File: config.mk
export PLATFORM = sky130hd
export DESIGN_NAME = fetch_queue
export DESIGN_NICKNAME = d
export VERILOG_FILES = /design/src/rtl/fetch_queue.sv
export SDC_FILE = /design/constraint.sdc
export NUM_CORES = 1
export LEC_CHECK = 0
export ABC_AREA = 1
export CORE_UTILIZATION = 50
export DETAILED_ROUTE_END_ITERATION = 10
export GPL_ROUTABILITY_DRIVEN = 0
export PLACE_DENSITY = 0.81
export SLEW_MARGIN = 10
export SYNTH_ARGS = -nofsm -noshare
export SYNTH_HDL_FRONTEND = slang
export SYNTH_SLANG_ARGS = --single-unit
File: constraint.sdc
create_clock -name CLK -period 10.87 [get_ports CLK]
set_input_delay 1.087 -clock CLK [delete_from_list [all_inputs] [get_ports CLK]]
set_output_delay 1.087 -clock CLK [all_outputs]
set_load 0.05 [all_outputs]
File: src/rtl/fetch_queue.sv
// fetch_queue: an instruction fetch buffer between the PC generator / instruction
// memory and decode.
//
// Memory read data arrives exactly one cycle after a request. A single in-flight
// slot (pend / pend_pc) remembers the PC of that outstanding request. On the
// following edge {pend_pc, InstrRd} is pushed into a DEPTH-entry circular queue.
// Decode sees the head entry show-ahead.
//
// Flow control uses credits. FetchStall asserts whenever the occupied entries plus
// the in-flight request could fill the queue. A push therefore always finds a free
// slot, and no entry is ever dropped.
//
// Ports
//   CLK         clock; all state updates on the rising edge
//   rst         synchronous active-low reset; overrides every other input
//   FetchPC     PC presented to instruction memory this cycle
//   FetchValid  fetch request at FetchPC this cycle
//   InstrRd     instruction memory data, valid one cycle after an accepted request
//   Redirect    taken branch/jump; flushes queued and in-flight fetches
//   DecReady    decode consumes the head entry this cycle
//   FetchStall  PC generator must hold its PC
//   DecValid    head entry is valid
//   DecInstr    head instruction (NOP when empty)
//   DecPC       head PC (0 when empty)
//   DecPCPlus4  DecPC + 4
//   Count       number of occupied entries
module fetch_queue #(
    parameter int D_WIDTH = 32,
    parameter int DEPTH   = 4
) (
    input  logic                     CLK,
    input  logic                     rst,
    input  logic [D_WIDTH-1:0]       FetchPC,
    input  logic                     FetchValid,
    input  logic [D_WIDTH-1:0]       InstrRd,
    input  logic                     Redirect,
    input  logic                     DecReady,
    output logic                     FetchStall,
    output logic                     DecValid,
    output logic [D_WIDTH-1:0]       DecInstr,
    output logic [D_WIDTH-1:0]       DecPC,
    output logic [D_WIDTH-1:0]       DecPCPlus4,
    output logic [$clog2(DEPTH):0]   Count
);

    localparam int PW = $clog2(DEPTH);
    localparam int CW = PW + 1;

    logic [D_WIDTH-1:0] instr_mem [DEPTH];
    logic [D_WIDTH-1:0] pc_mem    [DEPTH];

    logic [PW-1:0]      head;
    logic [PW-1:0]      tail;
    logic [CW-1:0]      count;
    logic               pend;
    logic [D_WIDTH-1:0] pend_pc;

    logic [CW:0]        credits;
    logic               accept;
    logic               push;
    logic               pop;

    // The stall is decoded from registered state only, so it has no path from the
    // request or redirect inputs.
    assign credits    = {1'b0, count} + {{CW{1'b0}}, pend};
    assign FetchStall = (credits >= (CW+1)'(DEPTH));

    assign accept = FetchValid & ~FetchStall & ~Redirect;
    assign push   = pend & ~Redirect;
    assign pop    = DecValid & DecReady & ~Redirect;

    always_ff @(posedge CLK) begin
        if (!rst) begin
            head    <= '0;
            tail    <= '0;
            count   <= '0;
            pend    <= 1'b0;
            pend_pc <= '0;
        end else if (Redirect) begin
            head  <= '0;
            tail  <= '0;
            count <= '0;
            pend  <= 1'b0;
        end else begin
            if (push) begin
                tail <= tail + 1'b1;
            end
            if (pop) begin
                head <= head + 1'b1;
            end
            count <= count + CW'(push) - CW'(pop);
            // A push always retires the in-flight slot. A new accepted request
            // refills it in the same cycle, which allows back-to-back fetches.
            pend  <= accept;
            if (accept) begin
                pend_pc <= FetchPC;
            end
        end
    end

    // Storage needs no reset. Its contents are only visible while count != 0.
    always_ff @(posedge CLK) begin
        if (rst && push) begin
            instr_mem[tail] <= InstrRd;
            pc_mem[tail]    <= pend_pc;
        end
    end

    assign DecValid   = (count != '0);
    assign DecInstr   = DecValid ? instr_mem[head] : D_WIDTH'(32'h0000_0013);
    assign DecPC      = DecValid ? pc_mem[head] : '0;
    assign DecPCPlus4 = DecPC + D_WIDTH'(4);
    assign Count      = count;

endmodule

==> reports/results.ini, run 1 <==
[clock_tree]
clock_sink_count=298
clock_insertion_delay_worst_skew_ns=0.53
postCtsSetupBuffers=0
clockBufferDepth=3
cts-hold-fix-buffers=0
cts-buffers-inserted=27
clock_tree_from_tritoncts=done
h-tree-depth=1
cts-resized-gates=0
cts-root-buf=clkbuf_16
clk_pin_slew_worst_paths_ns=0.06

[status]
status=finished clean

[yosys]
synth_cells=1279
synthArstFlopShare_pct=0
synth_enable_flop_cells=256
netlist-cell-type-count=26
seq_area_frac_synth_pct=65.5
synth_top_cells_by_area=edfxtp_1 (59%), nor2_1 (7.8%), nand2_1 (7.5%), dfxtp_1 (6.5%), o21ai_0 (4.0%)
synth_seq_cells=298
yosysWarningCount=0
ys_dominant_reg_cell=edfxtp_1
syn_avg_cell_area_sq_um=10.2
mappedNetlistArea_sq_mm=0.0130
netlist.top_cell.by_area=edfxtp_1
postSynthNetCount=1357
synth_top_area_share_pct=59.0

[timing]
timing.max_slew.rel_slack_pct=19.4
totalNegativeSetupSlack_ns=0
fin_crit_sh_pct=53.0
timing.final.setup_violations=0
timing.fmax_mhz=173
hold_violations=0
smallest_hold_slack_ns=0.458
worst-slew-pin-transition_ns=1.21
fin_skew_ns=0.0141
report.final.slew_viol_count=0
rsz0062_at_grt=no
period_needed_ns=5.77

[critical_path]
regToRegSetupSlack_ns=8.22
cp-start-kind=flop
rr_startpoint=Count[1]
crit_family=buffers and inverters
ff2ff_path_depth=11
path_buf_inv=4
cp_slowest_cell=clkdlybuf4s50_1
crit_path_end_kind=output pin
worst-setup-path-type=reg2out
crit_path_cell_chain=buf_4 > inv_2 > buf_4 > nand3_1 > nand2_1 > nor2_1 > ha_1 > nand2_1 > nor2_4 > nand2_1 > nor2_2 > nand2_1 > xor2_1 > clkdlybuf4s50_1
worst_path_largest_cell_delay_ns=0.82
critical_path_peak_fanout=70
cp_data_required_time_ns=9.78
timing.critical_path.mode_cell=nand2_1
capture_instance_of_the_worst_register_to_register_path=Count[2]
cp.arrival_ns=4.68

[min_path]
hold_path_class=reg2reg
holdPathStages=2
hold_start=head[1]

[power_and_ir_drop]
power_frac_seq_pct=55.6
intPower_mw=1.81
peak_supply_drop_uv=208
total_leakage_power_nw=5.64
power.share.switching_pct=20.2
power.net_switching_mw=0.460
power_per_cell_area_mw_per_mm2=145
power.clock.fraction_pct=40.0
combinationalPowerShare_pct=4.4

[placement]
portBuffers=169
dpl.cell_count=1724
dp.final_hpwl_mm=18.3

[global_routing]
first_global_vias=9203
maximum_number_of_pins_on_one_net_before_global_route_repair=129
groute.usage.overall_pct=22.6
number_of_antenna_violations_at_the_first_check_in_global_routing=3
global_route_wire_length_before_repair_mm=46.7
grt_overflow_total=0

[finish]
final_cell_mix=nor2_1 (267), nand2_1 (261), edfxtp_1 (256)
area_growth_from_synthesis_to_layout_pct=20.7
drive_above_1_share_pct=7.42
layout_commonest_cell=nor2_1
final_instance_count_excl_fillers=1775
finish.net_count=1501

[floorplan]
fp.dieArea_sq_mm=0.0267
core_region_area_sq_mm=0.0253
die_h_microns=163
start_util_pct=51.4
i_o_pin_total=170
die-width_microns=163
placement_rows=58

[run]
cap_violations=0

[routing]
viasPerCell=5.34
remaining_drc_errors=0
route.antenna.remaining_nets=0
post_dr_wirelength_cell_microns=16.9
vias=9479
detail_route.iter0.violations=928
drt-pass1-iter-count=5
totalWireLength_mm=30.0

==> worst max path at each step <==
stage,slack [ns],end,cells after the start
4_1_cts,5.06,DecPCPlus4[16],14
3_3_place_gp,5.68,DecPCPlus4[16],14
6_report,5.10,DecPCPlus4[16],14
5_1_grt,4.71,DecPCPlus4[16],14
2_1_floorplan,6.23,DecPCPlus4[16],12
3_5_place_dp,5.63,DecPCPlus4[16],14
==> stage by stage <==
stage	worst slack [ns]	utilization, %	cell area [sq um]	power [mW]
6_report	5.10	62.1	15700	2.27
5_1_grt	4.71	62.0	15700	2.34
4_1_cts	5.06	62.0	15700	2.28
3_5_place_dp	5.63	58.7	14900	1.39
3_3_place_gp	5.68	58.7	14900	1.38
2_1_floorplan	6.23	-	13000	1.33
==> kinds of logic after synthesis <==
group	Yosys count	share of synthesized area (%)
AND/OR/NAND/NOR	668	21.7
flip-flops	298	65.5
AO/OA/AOI/OAI	144	5.62
buffers and inverters	144	5.13
XOR/XNOR	16	1.08
adder cells (fa/ha/maj)	9	0.923
==> power groups by stage <==
stage               combinational (mW)  clock, mW  sequential [mW]
global placement                0.0971          0             1.29
global route                     0.108      0.969             1.26
floorplan                       0.0491          0             1.29
CTS                              0.100      0.920             1.26
finish                           0.100      0.910             1.26
detailed placement              0.0995          0             1.29
==> worst reg2reg max path, stage by stage (launching register included) <==
cell     delay [ns]
dfxtp_1        0.46
nor2_1         0.08
nand2_2        0.57
nand3_1        0.16
inv_1          0.19
ha_1           0.26
inv_1          0.06
ha_1           0.13
inv_1          0.04
fa_1           0.37
xnor2_1        0.17
nor2_1         0.05
==> cell type report <==
class                   count  area (sq um)
flip-flops and latches    298          8530
clock inverters            11           111
multi-input cells         837          3850
clock buffers              38           737
well taps                 330           413
fillers                  1977          9610
diodes                      2          5.00
inverters                  81           307
repair buffers            178          1760
==> cells in the mapped netlist, types with 3 or more instances <==
cell,number
buf_1,9
inv_2,5
clkbuf_1,21
nand2_2,10
inv_1,75
nor2_2,19
buf_6,9
nor2_1,271
buf_2,16
nand3_2,6
nand2_1,261
o21ai_0,104
o311ai_0,3
edfxtp_1,256
a21oi_1,37
nand4_1,9
nand3_1,80
xor2_1,15
dfxtp_1,42
buf_4,7
ha_1,8
nor2_4,12
==> routing by layer <==
layer | wire (microns) | track usage [%] | up-vias
met5 | 11 | 0 | -
met4 | 692 | 7.09 | 2
met3 | 2870 | 4.80 | 57
met2 | 14700 | 40.0 | 416
met1 | 11800 | 27.6 | 4445
li1 | - | - | 4559
==> registers in the layout (all words and copies together) (netlist names), named ones only <==
| name | cells |
|---|---|
| instr_mem | 128 |
| pc_mem | 128 |
| tail | 2 |
| Count | 3 |
| head | 2 |
| pend | 1 |
| pend_pc | 32 |
Power figures use the tool's default switching activity.
==> run 2: changes to the inputs <==
PLACE_DENSITY = 0.84   (was 0.81)
clock period = 4.86 ns   (was 10.87 ns; I/O delays follow)
==> reports/results.ini, run 2 (synthesized netlist as in run 1, its figures left out) <==
[status]
status=finished clean  ; unchanged

[timing]
totalNegativeSetupSlack_ns=0  ; unchanged
period_needed_ns=4.39
fin_crit_sh_pct=90.4
fin_skew_ns=0.0102  ; was 0.0141 ns
setup_ws_ns=0.466  ; was 5.10 ns
timing.max_slew.rel_slack_pct=22.3  ; was 19.4%
hold_violations=0  ; unchanged
timing.final.setup_violations=0  ; unchanged
timing.fmax_mhz=228
rsz0062_at_grt=no  ; unchanged
worst-slew-pin-transition_ns=1.16  ; was 1.21 ns
report.final.slew_viol_count=0  ; unchanged

[critical_path]
capture_instance_of_the_worst_register_to_register_path=Count[2]  ; unchanged
critical_path_peak_fanout=70  ; unchanged
rr_startpoint=Count[1]  ; unchanged
cp_data_required_time_ns=4.37  ; was 9.78 ns
worst-setup-path-type=reg2out  ; unchanged
regToRegSetupSlack_ns=2.68  ; was 8.22 ns
ff2ff_path_depth=11  ; unchanged
cp-start-kind=flop  ; unchanged
crit_path_end_kind=output pin  ; unchanged
cp.arrival_ns=3.91  ; was 4.68 ns

[floorplan]
core_region_area_sq_mm=0.0253  ; unchanged
fp.dieArea_sq_mm=0.0267  ; unchanged
placement_rows=58  ; unchanged
die-width_microns=163  ; unchanged
die_h_microns=163  ; unchanged
start_util_pct=51.4  ; unchanged
i_o_pin_total=170  ; unchanged

[global_routing]
global_route_wire_length_before_repair_mm=49.3  ; was 46.7 mm
first_global_vias=9524  ; was 9203
groute.usage.overall_pct=23.8  ; was 22.6%
grt_overflow_total=0  ; unchanged
number_of_antenna_violations_at_the_first_check_in_global_routing=3  ; unchanged
maximum_number_of_pins_on_one_net_before_global_route_repair=71  ; was 129

[placement]
dpl_cell_area_sq_mm=0.0149  ; about the same
portBuffers=169  ; unchanged
dpl.cell_count=1730  ; was 1724
post-place-ws_ns=1.00  ; was 5.63 ns
dp.final_hpwl_mm=19.3  ; was 18.3 mm

[clock_tree]
cts-buffers-inserted=26  ; was 27
clockBufferDepth=3  ; unchanged
h-tree-depth=1  ; unchanged
cts-resized-gates=0  ; unchanged
cts-root-buf=clkbuf_16  ; unchanged
cts-hold-fix-buffers=0  ; unchanged
clock_sink_count=298  ; unchanged
clock_tree_from_tritoncts=done  ; unchanged
postCtsSetupBuffers=0  ; unchanged
clk_pin_slew_worst_paths_ns=0.07  ; was 0.06 ns
clock_insertion_delay_worst_skew_ns=0.53  ; about the same

[power_and_ir_drop]
total_leakage_power_nw=5.68  ; was 5.64 nW
peak_supply_drop_uv=320  ; was 208 uV
power_per_cell_area_mw_per_mm2=321  ; was 145 mW/mm^2

[routing]
vias=9551  ; was 9479
post_dr_wirelength_cell_microns=17.5  ; was 16.9 microns
drt-pass1-iter-count=7  ; was 5
detail_route.iter0.violations=769  ; was 928
totalWireLength_mm=31.1  ; was 30.0 mm
viasPerCell=5.37  ; was 5.34
route.antenna.remaining_nets=0  ; unchanged
remaining_drc_errors=0  ; unchanged

[finish]
final_instance_count_excl_fillers=1779  ; was 1775
drive_above_1_share_pct=7.73  ; was 7.42%
finish.net_count=1506  ; was 1501
layout_commonest_cell=nor2_1  ; unchanged
reg.largest.list=instr_mem: 128 flops, pc_mem: 128 flops, pend_pc: 32 flops  ; unchanged
area_growth_from_synthesis_to_layout_pct=21.0  ; was 20.7%
final_cell_mix=nor2_1 (267), nand2_1 (261), edfxtp_1 (256)  ; unchanged
finalInstanceArea_sq_mm=0.0158  ; was 0.0157 sq mm

[min_path]
hold_start=head[1]  ; unchanged
holdPathStages=2  ; unchanged
hold_path_class=reg2reg  ; unchanged

[run]
cap_violations=0  ; unchanged

==> run 2: changes by cell type in the layout (fill, tap and decap cells not counted), sizes merged <==
| cell | before | now |
|---|---|---|
| buf | 9 | 15 |
| bufinv | 2 | 1 |
| clkbuf | 38 | 33 |
| clkinv | 6 | 11 |
| clkinvlp | 2 | 1 |
| diode | 2 | 1 |
| inv | 82 | 83 |
==> run 2: report_power, final <==
| group | internal, mW | total (mW) | leakage (nW) | switching [mW] |
|---|---|---|---|---|
| Clock | 1.13 | 2.00 | 0.419 | 0.866 |
| Combinational | 0.0922 | 0.224 | 2.53 | 0.132 |
| Sequential | 2.80 | 2.83 | 2.73 | 0.0271 |
==> run 2: worst max-delay path, cell delays in order (launching register included) <==
cell,delay (ns)
dfxtp_4,0.43
inv_4,0.53
buf_4,0.49
nand2_1,0.10
nand3_1,0.08
nand2_1,0.10
nor2_2,0.19
nand2_1,0.08
nor2_1,0.13
nand2_1,0.08
nor2_1,0.16
nand3_1,0.09
nand2_1,0.08
clkdlybuf4s50_1,0.79
==> run 2: cell type report <==
cell class                      count  area (sq um)
Multi-Input combinational cell    837          3850
Fill cell                        1920          9580
Clock inverter                     15          90.1
Sequential cell                   298          8530
Inverter                           81           307
Antenna cell                        1          2.50
Tap cell                          330           413
Clock buffer                       33           748
Timing Repair Buffer              184          1800
==> run 2: layer usage <==
| metal | part of all wire (%) | routed length, microns | GRT usage (%) | up-vias |
|---|---|---|---|---|
| li1 | - | - | - | 4554 |
| met1 | 39 | 12300 | 30.1 | 4491 |
| met2 | 49 | 15400 | 41.6 | 444 |
| met3 | 9.2 | 2850 | 4.39 | 58 |
| met4 | 1.9 | 606 | 6.75 | 4 |
| met5 | 0.087 | 27 | 0 | - |
==> run 2: per-stage QoR <==
step / util, % / hold WS, ns / power [mW]
floorplan: - / 0.436 / 2.98
global placement: 58.9 / 0.443 / 3.10
detailed placement: 58.9 / 0.446 / 3.11
CTS: 62.2 / 0.480 / 5.07
global route: 62.2 / 0.502 / 5.20
finish: 62.2 / 0.477 / 5.05
==> run 2: worst max path at each step <==
stage / startpoint / endpoint / slack, ns / cells after the start
floorplan: Count[1] / DecPCPlus4[16] / 0.82 / 12
global placement: flop / DecPCPlus4[16] / 1.11 / 13
detailed placement: flop / DecPCPlus4[16] / 1.00 / 13
CTS: flop / DecPCPlus4[16] / 0.43 / 13
global route: flop / DecPCPlus4[16] / 0.10 / 13
finish: flop / DecPCPlus4[31] / 0.47 / 13
